## config.mk

```make
export PLATFORM = sky130hd
export DESIGN_NAME = counter_monitor_flat
export DESIGN_NICKNAME = d
export VERILOG_FILES = /design/src/rtl/counter_monitor_pkg.sv /design/src/rtl/counter_monitor_if.sv /design/src/rtl/sat_counter.sv /design/src/rtl/counter_monitor.sv /design/src/flat_wrapper.sv
export SDC_FILE = /design/constraint.sdc
export NUM_CORES = 1
export LEC_CHECK = 0
export CORE_AREA = 2 2 39 41
export CTS_CLUSTER_SIZE = 28
export DETAILED_ROUTE_END_ITERATION = 7
export DIE_AREA = 0 0 41 43
export PLACE_DENSITY = 0.72
export SETUP_SLACK_MARGIN = 0.5
export SYNTH_ARGS = -nofsm -noshare
export SYNTH_HDL_FRONTEND = slang
export SYNTH_SLANG_ARGS = --single-unit
```

## constraint.sdc

```tcl
create_clock -name clk -period 3.57 [get_ports clk]
set_clock_uncertainty 0.2 [all_clocks]
set_input_delay 0.357 -clock clk [delete_from_list [all_inputs] [get_ports clk]]
set_output_delay 0.357 -clock clk [all_outputs]
set_load 0.05 [all_outputs]
```

## src/rtl/counter_monitor_pkg.sv

```systemverilog
// counter_monitor_pkg: state encoding shared by the monitor and benches decoding its state output
package counter_monitor_pkg;
  localparam int ST_W = 2;
  typedef enum logic [ST_W-1:0] {
    ST_ARMED = 2'd0,
    ST_TRACK = 2'd1,
    ST_FAULT = 2'd2
  } state_t;
endpackage

```

## src/rtl/counter_monitor_if.sv

```systemverilog
// counter_monitor_if: counter signals under check plus the monitor's report outputs
interface counter_monitor_if #(parameter int WIDTH = 3, parameter int ERR_W = 4);
  logic en;
  logic [WIDTH-1:0] count;
  logic mismatch;
  logic fault;
  logic wrap;
  logic [ERR_W-1:0] err_cnt;
  logic [WIDTH-1:0] exp_count;
  logic [1:0] state;
  modport master (output en, count, input mismatch, fault, wrap, err_cnt, exp_count, state);
  modport slave (input en, count, output mismatch, fault, wrap, err_cnt, exp_count, state);
endinterface

```

## src/rtl/sat_counter.sv

```systemverilog
// sat_counter: saturating up-counter with synchronous active-high reset
module sat_counter #(parameter int W = 4) (
  input  logic         clk,
  input  logic         reset,
  input  logic         inc,
  output logic [W-1:0] q
);
  always_ff @(posedge clk)
    if (reset) q <= '0;
    else if (inc && !(&q)) q <= q + 1'b1;
endmodule

```

## src/rtl/counter_monitor.sv

```systemverilog
// counter_monitor: passive reference-model checker for a gated up-counter
module counter_monitor
  import counter_monitor_pkg::*;
#(
  parameter int WIDTH         = 3,
  parameter int ERR_W         = 4,
  parameter bit STOP_ON_FAULT = 1'b0
) (
  input logic clk,
  input logic reset,
  counter_monitor_if.slave mon
);
  state_t st;
  state_t cur;
  logic [WIDTH-1:0] exp_q;
  logic [WIDTH-1:0] nxt_exp;
  logic eq;
  logic err_inc;
  assign cur = (st == ST_TRACK || st == ST_FAULT) ? st : ST_ARMED;
  assign nxt_exp = exp_q + WIDTH'(mon.en);
  // An X/Z count never takes the equal branch, so it counts as a mismatch
  always_comb begin
    eq = 1'b0;
    if (mon.count == exp_q) eq = 1'b1;
  end
  assign err_inc = (cur == ST_TRACK) && !eq;
  always_ff @(posedge clk)
    if (reset) begin
      exp_q        <= '0;
      st           <= ST_ARMED;
      mon.mismatch <= 1'b0;
      mon.fault    <= 1'b0;
      mon.wrap     <= 1'b0;
    end else begin
      mon.wrap     <= (cur != ST_FAULT) && (&exp_q) && mon.en;
      mon.mismatch <= err_inc;
      if (cur == ST_ARMED) begin
        st    <= ST_TRACK;
        exp_q <= nxt_exp;
      end else if (cur == ST_TRACK) begin
        if (eq) exp_q <= nxt_exp;
        else begin
          mon.fault <= 1'b1;
          if (STOP_ON_FAULT) st <= ST_FAULT;
          else exp_q <= mon.count + WIDTH'(mon.en);
        end
      end
    end
  sat_counter #(.W(ERR_W)) u_err (
    .clk  (clk),
    .reset(reset),
    .inc  (err_inc),
    .q    (mon.err_cnt)
  );
  assign mon.exp_count = exp_q;
  assign mon.state     = st;
endmodule
```

## src/flat_wrapper.sv

```systemverilog
// flat-port wrapper written by rule: the top's interface ports become plain ports
module counter_monitor_flat import counter_monitor_pkg::*;
#(
  parameter int WIDTH         = 3,
  parameter int ERR_W         = 4,
  parameter bit STOP_ON_FAULT = 1'b0
)
  (clk, reset, mon_en, mon_count, mon_mismatch, mon_fault, mon_wrap, mon_err_cnt, mon_exp_count, mon_state);
  counter_monitor_if #(.WIDTH(WIDTH), .ERR_W(ERR_W)) mon_i ();
  input logic clk;
  input logic reset;
  input wire logic [$bits(mon_i.en)-1:0] mon_en;
  input wire logic [$bits(mon_i.count)-1:0] mon_count;
  output wire logic [$bits(mon_i.mismatch)-1:0] mon_mismatch;
  output wire logic [$bits(mon_i.fault)-1:0] mon_fault;
  output wire logic [$bits(mon_i.wrap)-1:0] mon_wrap;
  output wire logic [$bits(mon_i.err_cnt)-1:0] mon_err_cnt;
  output wire logic [$bits(mon_i.exp_count)-1:0] mon_exp_count;
  output wire logic [$bits(mon_i.state)-1:0] mon_state;
  assign mon_i.en = mon_en;
  assign mon_i.count = mon_count;
  assign mon_mismatch = mon_i.mismatch;
  assign mon_fault = mon_i.fault;
  assign mon_wrap = mon_i.wrap;
  assign mon_err_cnt = mon_i.err_cnt;
  assign mon_exp_count = mon_i.exp_count;
  assign mon_state = mon_i.state;
  counter_monitor #(.WIDTH(WIDTH), .ERR_W(ERR_W), .STOP_ON_FAULT(STOP_ON_FAULT)) u_core (.clk(clk), .reset(reset), .mon(mon_i));
endmodule
```

==> impl_metrics.json, run 1 <==
{
  "wirelength_um": 944,
  "multi_input_area_um2": 297.8,
  "cap_violations": 0,
  "critPathArrivalTime_ns": 1.54,
  "avgRoutedWirePerCell_um": 11.24,
  "num_rows": 14,
  "status": "finished, final reports clean",
  "track_usage_pct": 13.62,
  "regArea_um2": 220.2,
  "powerDensity_mw_per_mm2": 460.4,
  "slowest_stage": "clkdlybuf4s50_1",
  "async_flop_share_pct": 0,
  "ys.flop_type": "dfxtp_1",
  "maxSlewViolCount": 0,
  "grt_max_degree": 12,
  "clk_pin_slew_ns": 0.07,
  "hold_path_depth": 2,
  "htree_levels": 1,
  "cp_cell_sequence": "clkdlybuf4s50_1",
  "grt_pass1_wl_mm": 1.518,
  "rrSetupSlack_ns": 1.91,
  "synth.distinct_cells": 21,
  "fin_cells": 84,
  "period_needed_ns": 2.094,
  "syn_area_um2": 540.5,
  "floorplan.initialDensity_pct": 39.06,
  "diodes": 0,
  "tns_ns": 0,
  "ir_drop_uv": 166.1,
  "syn-num-nets": 61,
  "cts_resized": 0,
  "numCtsBuffers": 3,
  "finalSetupViolations": 0,
  "die_h_um": 43,
  "ys_warn_count": 0,
  "antenna_found_initial": 0,
  "fmax_mhz": 477.4,
  "ant_nets": 0,
  "yosys.area.top_type_share_pct": 40.74,
  "drtPass1Iterations": 4,
  "crit_family": "buffers and inverters",
  "dpl.hpwl_um": 722.5,
  "ctsHoldBuffers": 0,
  "finalNetCount": 80,
  "yosys.area.top_type": "dfxtp_1",
  "cts_sinks": 11,
  "synthTopCellsByArea": "dfxtp_1, ha_1, xor2_2",
  "synth.ff_latch_count": 11,
  "layout-drive-gt1-share_pct": 11.76,
  "startpoint_type": "flip-flop",
  "drc": 0,
  "avgViaCountPerCell": 4.917,
  "ys_seq_area_share_pct": 40.74,
  "clock-root-buffer": "clkbuf_4",
  "postSynthCellCount": 50,
  "hold_start": "u_core.mon.fault$_SDFFE_PP0P_",
  "postCtsSetupRepairBufs": 0,
  "reg2reg_depth": 4,
  "cts_tree": "built",
  "rr_startpoint": "u_core.mon.exp_count[1]$_SDFF_PP0_",
  "synth.top_cells.by_count": "dfxtp_1, nor2_1, ha_1",
  "area_growth_pct": 36.11,
  "grt_pass1_vias": 379,
  "io_buffers": 16,
  "min_period_over_period_pct": 58.67,
  "dieArea_mm2": 0.001763,
  "vias": 413,
  "synth.most_common_cell": "dfxtp_1",
  "io_pins": 18,
  "clock_latency_ns": 0.27,
  "first_iter_violations": 5,
  "grt_setup_unrepaired": "no",
  "dp.cells": 80,
  "n_fill_cell": 119,
  "crit_path_end_kind": "output port",
  "cts_max_path_buffers": 2,
  "grt-ovfl-total": 0,
  "avgSynthCellArea_um2": 10.81,
  "leakagePower_nw": 0.2994,
  "finalHoldViolCount": 0,
  "critPathKind": "flip-flop to output port",
  "die_width_um": 41,
  "critical_path_buf_inv_count": 1,
  "slowest_delay_ns": 0.84,
  "gp_congestion": 0.6716,
  "min_to": "u_core.mon.fault$_SDFFE_PP0P_",
  "r2r-end": "u_core.mon.exp_count[0]$_SDFF_PP0_",
  "core_area_mm2": 0.001384,
  "crit_path_max_fanout": 4,
  "hp-class": "flip-flop to flip-flop",
  "worst_ep_required_time_ns": 3.01,
  "synth_enable_flop_cells": 0
}
## placed cells by master, fill, tap and decap left out, drive strengths merged
cell type	Yosys	layout
a211oi	1	1
a21oi	2	2
clkbuf	1	4
clkdlybuf4s50	0	16
conb	1	1
dfxtp	11	11
ha	5	5
inv	3	3
mux2i	3	3
nand3	2	2
nand4	1	1
nor2	7	7
o21ai	1	1
o311ai	2	2
o31ai	1	1
o41ai	1	1
or3	1	1
xnor2	1	1
xor2	5	5
## routing by layer
layer,up-vias,global-route usage (%),routed length [um],part of all wire (%)
met5,-,0,0,0
met2,12,20.94,475,50
met4,0,10.00,14,1.5
li1,206,-,-,-
met1,193,14.38,405,43
met3,2,4.712,48,5.1
## stage by stage
| stage | total power (W) | utilization [%] | hold slack (ns) | setup slack (ns) | instance area, um^2 |
|---|---|---|---|---|---|
| floorplan | 0.0002231 | - | 0.2319 | 1.690 | 540.5 |
| global placement | 0.0002558 | 51.27 | 0.2375 | 1.467 | 709.4 |
| detailed placement | 0.0002567 | 51.27 | 0.2419 | 1.436 | 709.4 |
| CTS | 0.0003444 | 53.16 | 0.2520 | 1.451 | 735.7 |
| global route | 0.0003603 | 53.16 | 0.3083 | 1.377 | 735.7 |
| finish | 0.0003387 | 53.16 | 0.2514 | 1.476 | 735.7 |
## sequential cells by signal (all words and copies together), names as in the netlist
name,flops
u_core.mon.fault,1
u_core.mon.state,1
u_core.mon.exp_count,3
u_core.mon.mismatch,1
u_core.u_err.q,4
u_core.mon.wrap,1
## how the worst max path moves through the flow
stage | start | to | slack [ns] | cells after the start
after CTS | u_core.mon.exp_count[2]$_SDFF_PP0_ | mon_exp_count[2] | 1.45 | 1
after global placement | mon_count[1] | u_core.mon.exp_count[1]$_SDFF_PP0_ | 1.47 | 5
after floorplan | u_core.mon.exp_count[1]$_SDFF_PP0_ | u_core.u_err.q[1]$_SDFFE_PP0P_ | 1.69 | 4
after global routing | u_core.mon.exp_count[2]$_SDFF_PP0_ | mon_exp_count[2] | 1.38 | 1
final | u_core.mon.exp_count[2]$_SDFF_PP0_ | mon_exp_count[2] | 1.48 | 1
after detailed placement | mon_count[1] | u_core.mon.exp_count[1]$_SDFF_PP0_ | 1.44 | 5
## kinds of logic (layout without fill, tap and decap cells)
logic type	count (synthesis)	count (layout)	share of synthesized area, %
AO/OA/AOI/OAI	8	8	14.35
AND/OR/NAND/NOR	11	11	9.030
flip-flops	11	11	40.74
buffers and inverters	5	23	4.166
multiplexers	3	3	5.556
adder cells (fa/ha/maj)	5	5	11.57
XOR/XNOR	6	6	13.89
other	1	1	0.6938
## report_power, final
part           internal, W   total, W  switching, W
sequential        0.000133   0.000145     0.0000122
clock            0.0000432  0.0000858     0.0000426
combinational    0.0000404   0.000108     0.0000672
## final cells by class
type	instances	share of cell area, %
clock buffers	4	3.571
multi-input cells	34	40.48
inverters	3	1.531
well taps	16	2.721
flip-flops and latches	11	29.93
repair buffers	16	21.77
No activity file was read; power rests on OpenSTA's default activity.
==> run 2, diff against run 1 <==
==> constraint.sdc (replaced) <==
create_clock -name clk -period 2.2 [get_ports clk]
set_clock_uncertainty 0.2 [all_clocks]
set_input_delay 0.22 -clock clk [delete_from_list [all_inputs] [get_ports clk]]
set_output_delay 0.22 -clock clk [all_outputs]
set_load 0.05 [all_outputs]
==> impl_metrics.json, run 2 (synthesized netlist as in run 1, its figures left out) <==
{
  "grt_pass1_vias": 369,
  "maxSlewViolCount": 0,
  "cts_max_path_buffers": 2,
  "cts_tree": "built",
  "startpoint_type": "input port",
  "wirelength_um": 941,
  "cp_cell_sequence": "clkdlybuf4s50_1 -> xor2_2 -> o31ai_4 -> buf_4 -> o311ai_1 -> o41ai_1",
  "worst_ep_required_time_ns": 2.15,
  "antenna_found_initial": 0,
  "gp_congestion": 0.7206,
  "avgRoutedWirePerCell_um": 10.82,
  "ir_drop_uv": 285.6,
  "fmax_mhz": 600.9,
  "dp.cells": 80,
  "fin_cells": 87,
  "diodes": 0,
  "cts_sinks": 11,
  "die_width_um": 41,
  "grt_max_degree": 12,
  "clock_latency_ns": 0.27,
  "dpl.hpwl_um": 694.9,
  "finalSetupViolations": 0,
  "hp-class": "input port to flip-flop",
  "status": "finished, final reports clean",
  "htree_levels": 1,
  "tns_ns": 0,
  "finalNetCount": 83,
  "place_area_um2": 715.7,
  "drc": 0,
  "avgViaCountPerCell": 5.034,
  "period_needed_ns": 1.664,
  "track_usage_pct": 13.62,
  "leakagePower_nw": 0.3611,
  "clk_pin_slew_ns": 0.07,
  "powerDensity_mw_per_mm2": 727.6,
  "die_h_um": 43,
  "cap_violations": 0,
  "floorplan.initialDensity_pct": 39.06,
  "clock-root-buffer": "clkbuf_4",
  "ant_nets": 0,
  "slowest_delay_ns": 0.53,
  "layout_commonest_cell": "dlygate4sd2_1",
  "critPathArrivalTime_ns": 1.61,
  "num_rows": 14,
  "crit_path_max_fanout": 4,
  "first_iter_violations": 5,
  "slowest_stage": "clkdlybuf4s50_1",
  "largest_reg_flops": 4,
  "dieArea_mm2": 0.001763,
  "n_fill_cell": 137,
  "top_register": "u_core.u_err.q",
  "grt-ovfl-total": 0,
  "core_area_mm2": 0.001384,
  "drtPass1Iterations": 2,
  "layout-drive-gt1-share_pct": 23.94,
  "area_growth_pct": 39.35,
  "io_buffers": 16,
  "grt_setup_unrepaired": "yes",
  "crit_path_end_kind": "flip-flop",
  "numCtsBuffers": 3,
  "io_pins": 18,
  "final_cell_mix": "dlygate4sd2_1, nor2_1, dfxtp_1",
  "finalHoldViolCount": 0,
  "critPathKind": "input port to flip-flop",
  "grt_pass1_wl_mm": 1.497,
  "vias": 438,
  "design_area_um2": 753.2,
  "min_period_over_period_pct": 75.65
}
[run 2: cell count changes in the layout (fill, tap and decap cells not counted), sizes merged]
cell,previous run,this run
buf,0,3
clkbuf,4,5
dlygate4sd2,0,10
clkdlybuf4s50,16,4
dlymetal6s2s,0,1
[run 2: what timing repair did]
item / in CTS / in global routing
buffers inserted: 0 / 3
pin swaps: 0 / 2
gates resized for setup: 11 / 4
endpoints found under the setup margin: 11 / 7
hold buffers: 0 / 0
endpoints found under the hold margin: 0 / 0
[run 2: routing by layer]
layer	vias to the layer above	part of all wire (%)	track usage, %
met5	-	0	0
met4	0	1.2	8.000
met3	2	5.2	7.853
met2	12	52	21.56
met1	208	42	12.75
li1	216	-	-
[run 2: worst max-delay path: cells and delay by family]
family	cells	cell delay, ns
XOR/XNOR	1	0.23
AO/OA/AOI/OAI	3	0.48
buffers and inverters	2	0.69
[run 2: path summary, 6_finish.rpt]
path,cells past startpoint,end,slack (ns),from
worst max-delay path,6,u_core.u_err.q[2]$_SDFFE_PP0P_,0.54,mon_count[0]
worst min register to register,2,u_core.mon.fault$_SDFFE_PP0P_,0.25,u_core.mon.fault$_SDFFE_PP0P_
worst min-delay path,4,u_core.mon.exp_count[2]$_SDFF_PP0_,0.19,mon_count[2]
worst max register to register,5,u_core.u_err.q[2]$_SDFFE_PP0P_,0.63,u_core.mon.exp_count[2]$_SDFF_PP0_
[run 2: layout make-up]
| type | count | area (um^2) | area share [%] |
|---|---|---|---|
| sequential | 11 | 226.5 | 30.07 |
| multi-input combinational | 34 | 297.8 | 39.53 |
| tap | 16 | 20.02 | 2.658 |
| inverter | 3 | 11.26 | 1.495 |
| timing repair buffer | 19 | 171.4 | 22.76 |
| clock buffer | 4 | 26.28 | 3.488 |
[run 2: where the power goes]
group,internal [W],switching (W),leakage (nW),total (W)
Combinational,0.0000618,0.000111,0.254,0.000173
Clock,0.0000702,0.0000674,0.0150,0.000138
Sequential,0.000219,0.0000185,0.0923,0.000237
[run 2: metrics by stage]
| stage | power [W] | hold WS, ns | worst slack [ns] | utilization [%] |
|---|---|---|---|---|
| 2_1_floorplan | 0.0003652 | 0.09493 | 0.5130 | - |
| 3_3_place_gp | 0.0004174 | 0.2398 | 0.2430 | 51.72 |
| 3_5_place_dp | 0.0004191 | 0.2470 | 0.2260 | 51.72 |
| 4_1_cts | 0.0005457 | 0.2544 | 0.5187 | 52.62 |
| 5_1_grt | 0.0005845 | 0.2198 | 0.4503 | 54.43 |
| 6_report | 0.0005481 | 0.1883 | 0.5358 | 54.43 |
